==> src/rtl/cpu_pkg.sv <==
// Shared integer-pipeline types: register index width, register count and the
// operand-fetch to execute payload.
package cpu_pkg;

  localparam int unsigned REG_ADDR_W = 5;
  localparam int unsigned NUM_REGS   = 32;
  localparam int unsigned XLEN_W     = 32;

  typedef logic [REG_ADDR_W-1:0] reg_idx_t;

  typedef struct packed {
    logic [XLEN_W-1:0] rs1_val;
    logic [XLEN_W-1:0] rs2_val;
    reg_idx_t          rd;
    logic              rd_we;
  } ex_payload_t;

endpackage

==> src/rtl/operand_fetch_scoreboard.sv <==
// Pending-write scoreboard: one busy bit per integer register, with lookups that
// already discount a writeback landing in the current cycle.
module operand_fetch_scoreboard
  import cpu_pkg::*;
(
  input  logic     clk_i,
  input  logic     rst_i,
  input  logic     set_en_i,
  input  reg_idx_t set_idx_i,
  input  logic     clr_en_i,
  input  reg_idx_t clr_idx_i,
  input  logic     wb_valid_i,
  input  reg_idx_t wb_rd_i,
  input  reg_idx_t rs1_i,
  input  reg_idx_t rs2_i,
  input  reg_idx_t rd_i,
  output logic     rs1_busy_o,
  output logic     rs2_busy_o,
  output logic     rd_busy_o
);

  logic [NUM_REGS-1:0] busy_q, busy_d;

  function automatic logic eff_busy(input logic [NUM_REGS-1:0] busy, input logic wb_v,
                                    input reg_idx_t wb_idx, input reg_idx_t idx);
    return busy[idx] && !(wb_v && (wb_idx == idx));
  endfunction

  assign rs1_busy_o = eff_busy(busy_q, wb_valid_i, wb_rd_i, rs1_i);
  assign rs2_busy_o = eff_busy(busy_q, wb_valid_i, wb_rd_i, rs2_i);
  assign rd_busy_o  = eff_busy(busy_q, wb_valid_i, wb_rd_i, rd_i);

  // Set is applied last: the issuing instruction is younger than any completing write.
  always_comb begin
    busy_d = busy_q;
    if (wb_valid_i && (wb_rd_i != '0)) begin
      busy_d[wb_rd_i] = 1'b0;
    end
    if (clr_en_i) begin
      busy_d[clr_idx_i] = 1'b0;
    end
    if (set_en_i && (set_idx_i != '0)) begin
      busy_d[set_idx_i] = 1'b1;
    end
    busy_d[0] = 1'b0;
  end

  always_ff @(posedge clk_i) begin
    if (rst_i) begin
      busy_q <= '0;
    end else begin
      busy_q <= busy_d;
    end
  end

endmodule

==> src/rtl/operand_fetch.sv <==
// In-order issue stage: reads the register file, bypasses same-cycle writeback,
// stalls on RAW/WAW hazards and holds one instruction for execute.
module operand_fetch
  import cpu_pkg::*;
#(
  parameter int unsigned XLEN = XLEN_W
) (
  input  logic            clk,
  input  logic            rst,
  input  logic            flush,
  input  logic            dec_valid,
  output logic            dec_ready,
  input  logic [4:0]      dec_rs1,
  input  logic [4:0]      dec_rs2,
  input  logic            dec_uses_rs1,
  input  logic            dec_uses_rs2,
  input  logic [4:0]      dec_rd,
  input  logic            dec_rd_we,
  output logic [4:0]      rf_raddr1,
  output logic [4:0]      rf_raddr2,
  input  logic [XLEN-1:0] rf_rdata1,
  input  logic [XLEN-1:0] rf_rdata2,
  input  logic            wb_valid,
  input  logic [4:0]      wb_rd,
  input  logic [XLEN-1:0] wb_data,
  output logic            ex_valid,
  input  logic            ex_ready,
  output logic [XLEN-1:0] ex_rs1_val,
  output logic [XLEN-1:0] ex_rs2_val,
  output logic [4:0]      ex_rd,
  output logic            ex_rd_we
);

  logic        ex_valid_q, ex_valid_d;
  ex_payload_t payload_q, payload_d;
  logic        rs1_busy, rs2_busy, rd_busy;
  logic        hazard, slot_free, accept, rd_we_eff, flush_clr;

  assign rf_raddr1 = dec_rs1;
  assign rf_raddr2 = dec_rs2;

  // x0 reads as zero and is never bypassed; otherwise the writeback wins over the regfile.
  function automatic logic [XLEN-1:0] sel_operand(input reg_idx_t rs, input logic [XLEN-1:0] rf,
                                                  input logic wb_v, input reg_idx_t wb_idx,
                                                  input logic [XLEN-1:0] wb_d);
    if (rs == '0) begin
      return '0;
    end else if (wb_v && (wb_idx == rs)) begin
      return wb_d;
    end
    return rf;
  endfunction

  assign rd_we_eff = dec_rd_we && (dec_rd != '0);
  assign hazard    = (dec_uses_rs1 && rs1_busy) || (dec_uses_rs2 && rs2_busy) ||
                     (rd_we_eff && rd_busy);
  assign slot_free = !ex_valid_q || ex_ready;
  assign dec_ready = slot_free && !hazard && !flush;
  assign accept    = dec_valid && dec_ready;
  assign flush_clr = flush && ex_valid_q && payload_q.rd_we;

  operand_fetch_scoreboard u_scoreboard (
    .clk_i      (clk),
    .rst_i      (rst),
    .set_en_i   (accept && rd_we_eff),
    .set_idx_i  (dec_rd),
    .clr_en_i   (flush_clr),
    .clr_idx_i  (payload_q.rd),
    .wb_valid_i (wb_valid),
    .wb_rd_i    (wb_rd),
    .rs1_i      (dec_rs1),
    .rs2_i      (dec_rs2),
    .rd_i       (dec_rd),
    .rs1_busy_o (rs1_busy),
    .rs2_busy_o (rs2_busy),
    .rd_busy_o  (rd_busy)
  );

  always_comb begin
    ex_valid_d = ex_valid_q;
    payload_d  = payload_q;
    if (flush) begin
      ex_valid_d = 1'b0;
    end else if (accept) begin
      ex_valid_d        = 1'b1;
      payload_d.rs1_val = sel_operand(dec_rs1, rf_rdata1, wb_valid, wb_rd, wb_data);
      payload_d.rs2_val = sel_operand(dec_rs2, rf_rdata2, wb_valid, wb_rd, wb_data);
      payload_d.rd      = dec_rd;
      payload_d.rd_we   = rd_we_eff;
    end else if (ex_ready) begin
      ex_valid_d = 1'b0;
    end
  end

  always_ff @(posedge clk) begin
    if (rst) begin
      ex_valid_q <= 1'b0;
      payload_q  <= '0;
    end else begin
      ex_valid_q <= ex_valid_d;
      payload_q  <= payload_d;
    end
  end

  assign ex_valid   = ex_valid_q;
  assign ex_rs1_val = payload_q.rs1_val;
  assign ex_rs2_val = payload_q.rs2_val;
  assign ex_rd      = payload_q.rd;
  assign ex_rd_we   = payload_q.rd_we;

endmodule

==> config.mk <==
export PLATFORM = sky130hd
export DESIGN_NAME = operand_fetch
export DESIGN_NICKNAME = d
export VERILOG_FILES = /design/src/rtl/cpu_pkg.sv /design/src/rtl/operand_fetch_scoreboard.sv /design/src/rtl/operand_fetch.sv
export SDC_FILE = /design/constraint.sdc
export NUM_CORES = 1
export LEC_CHECK = 0
export CORE_ASPECT_RATIO = 1.25
export CORE_MARGIN = 1
export CORE_UTILIZATION = 48
export CTS_CLUSTER_SIZE = 20
export DETAILED_ROUTE_END_ITERATION = 16
export GPL_TIMING_DRIVEN = 0
export PLACE_DENSITY = 0.81
export SYNTH_ARGS = -nofsm -noshare
export SYNTH_HDL_FRONTEND = slang
export SYNTH_SLANG_ARGS = --single-unit
==> constraint.sdc <==
create_clock -name clk -period 3.8 [get_ports clk]
set_input_delay 0.76 -clock clk [delete_from_list [all_inputs] [get_ports clk]]
set_output_delay 0.76 -clock clk [all_outputs]
set_load 0.02 [all_outputs]
==> results_dict.tcl <==
set metrics [dict create \
    grt_max_degree 19 \
    async_reset_ff_share_pct 0 \
    cts_max_path_buffers 2 \
    final_cell_area_um2 9334 \
    place_area_um2 8930 \
    power_density_nw_per_um2 289.2 \
    synth_most_common_cell "dfxtp_1" \
    cts.sinks 102 \
    first_pass_iters 5 \
    drc 0 \
    io_pins 207 \
    start_kind "primary input" \
    cp.required_ps 3040 \
    use_met3_pct 5.248 \
    insertion_delay_ps 360 \
    n_antenna_cell 0 \
    gr-usage-all-layers_pct 33.35 \
    nets 1156 \
    wire_per_inst_um 19.93 \
    drtIter0Drc 587 \
    worstHoldPathType "flip-flop to flip-flop" \
    p_seq_share_pct 41.9 \
    num_vias 7153 \
    synth_common_cells "dfxtp_1 (102), nor2_1 (88), mux2i_1 (82), nand2b_1 (82), nand3_1 (80)" \
    core_um2 13750 \
    worst_hold_slack_ps 467.1 \
    synthCells 817 \
    final_max_slew_viol_count 0 \
    final_util_pct 67.87 \
    worstMarginPinSlew_ps 960.1 \
    ant_nets 0 \
    timing.final.crit_share_pct 99.02 \
    numCtsBuffers 9 \
    filler_cell_count 1169 \
    initial_core_util_pct 48.93 \
    rows 48 \
    tritoncts "done" \
    yosysTopAreaCell "dfxtp_1" \
    synth_edf_count 0 \
    timing.fmax_mhz 265.7 \
    power_frac_comb_pct 24.7 \
    drive_above_1_share_pct 9.846 \
    vias_per_cell 5.907 \
    h-tree-depth 3 \
    ys.flop_type "dfxtp_1" \
    power.internal_uw 1902 \
    die_w_um 107.9 \
    synth_seq_cells 102 \
    crit_path_end_kind "output pin" \
    synth_top_area_share_pct 30.35 \
    portBuffers 198 \
    totalWireLength_mm 24.13 \
    yosys-top-cells-area "dfxtp_1 (30%), mux2i_1 (12%), nand2b_1 (7.6%), nand3_1 (6.0%), nor2_1 (4.9%)" \
    avgSynthCellArea_um2 8.236 \
    netSwitchingPower_uw 797.2 \
    clkTransAtPathRegs_ps 70 \
    synth.distinct_cells 56 \
    seq_area_frac_synth_pct 30.35 \
    antenna_found_initial 0 \
    setup_tns_ps 0 \
    yosys_warnings 0 \
    clock_skew_ps 4.618 \
    p_sw_share_pct 29.53 \
    status "finished clean" \
    use_met2_pct 56.87 \
    gp_congestion 0.9947 \
    hpwl_mm 18.46 \
    drv_cap 0 \
    placedCellCount 1190 \
    setup_viol 0 \
    synth_area_um2 6729 \
    met1_usage_pct 39.76 \
    crit_type "primary input to output pin" \
    vdd_ir_drop_max_mv 0.2179 \
    p_leak_uw 0.003236 \
    grt_pass1_wl_mm 36.94 \
    clkPwrFrac_pct 33.4 \
    die_area_um2 14500 \
    arrival_ps 3000 \
    clockRootBuffer "clkbuf_16" \
    die_y_um 134.4 \
    grt_remaining_overflow 0 \
    timing.slew.headroom_pct 35.50 \
    fin_cells 1211 \
    fin_crit_ps 3763 \
    busiest_layer "met2" \
    synth.net_count 942 \
    grt_pass1_vias 6934 \
    cp_max_fo 4 \
    cts_hold_buf 0 \
    area_growth_pct 38.71 \
    hold_viol 0 \
]
-- final timing paths --
path	start	to	slack, ps	cells past startpoint
hold reg to reg	ex_rs1_val[30]	ex_rs1_val[30]	470	2
setup / recovery	dec_rs1[2]	dec_ready	40	9
setup reg to reg	u_scoreboard.busy_q[8]	ex_rs1_val[22]	870	10
hold / removal	ex_rs1_val[30]	ex_rs1_val[30]	470	2
-- registers in the layout, indices dropped and copies added (netlist names) --
signal,count
ex_rs2_val,32
ex_rs1_val,32
ex_rd_we,1
ex_rd,5
u_scoreboard.busy_q,31
ex_valid,1
-- per-stage QoR --
stage,setup slack [ps],total power [uW]
after floorplan,204.7,1481
final,37.06,2699
after global placement,-1454,1794
after CTS,29.04,2672
after detailed placement,-1481,1797
after global routing,-17.80,2773
-- area by class of cell --
type | count | area [um2] | share of cell area [%]
buffer | 86 | 475.5 | 5.094
clock buffer | 13 | 260.3 | 2.788
clock inverter | 3 | 18.77 | 0.2011
inverter | 3 | 11.26 | 0.1206
multi-input combinational | 623 | 4249 | 45.52
sequential | 102 | 2042 | 21.88
tap | 175 | 219.0 | 2.346
timing repair buffer | 206 | 2058 | 22.05
-- power by group through the flow --
| stage | Clock [uW] | Combinational [uW] | Sequential [uW] |
|---|---|---|---|
| final | 901 | 667 | 1130 |
| after global routing | 929 | 710 | 1130 |
| after CTS | 891 | 651 | 1130 |
| after detailed placement | 0 | 643 | 1150 |
| after global placement | 0 | 641 | 1150 |
| after floorplan | 0 | 288 | 1190 |
-- critical path, stage by stage --
cell             delay, ps
clkdlybuf4s50_1        540
buf_6                  150
mux2_2                 320
or3_1                  310
nand4_1                150
a311oi_1               110
nand3_1                190
o211a_1                210
clkdlybuf4s15_2        260
-- layer usage --
layer / part of all wire [%] / wire, um
met2: 49 / 11880
met1: 39 / 9328
met5: 0 / 0
met4: 4.6 / 1120
met3: 7.5 / 1800
-- cells in the final DEF (no fill, tap or decap), types with 5 or more instances in the layout --
| cell type | n |
|---|---|
| clkdlybuf4s50_1 | 196 |
| dfxtp_1 | 102 |
| nor2_1 | 88 |
| nand2b_1 | 82 |
| mux2i_1 | 81 |
| nand3_1 | 80 |
| o21ai_0 | 48 |
| clkbuf_1 | 44 |
| o21ai_1 | 30 |
| nand2_1 | 28 |
| nor2b_1 | 22 |
| buf_4 | 19 |
| buf_2 | 16 |
| mux4_2 | 14 |
| o221ai_1 | 14 |
| o31ai_1 | 14 |
| nand4b_1 | 13 |
| xor2_1 | 10 |
| buf_6 | 10 |
| a221oi_1 | 9 |
| clkbuf_16 | 9 |
| nor3_1 | 8 |
| xnor2_1 | 5 |
| nor4_1 | 5 |
| a31o_2 | 5 |
| nand3b_1 | 5 |
-- what timing repair did --
action / in CTS / in global routing
setup buffers: 2 / 6
endpoints found under the hold margin: 0 / 0
gates cloned: 0 / 0
endpoints found under the setup margin: 9 / 1
gates resized for setup: 13 / 13
pin swaps: 1 / 2
-- kinds of logic (layout without fill, tap and decap cells) --
family                    after synthesis  count (layout)  synth area share (%)
AOI/OAI and AO/OA                     145             145                 14.22
buffers and inverters                  92             311                 6.880
muxes                                 100             100                 17.55
xor gates and xnor gates               15              15                 1.952
and+or+nand+nor                       363             363                 29.04
DFF                                   102             102                 30.35
No activity file was read; power rests on OpenSTA's default activity.
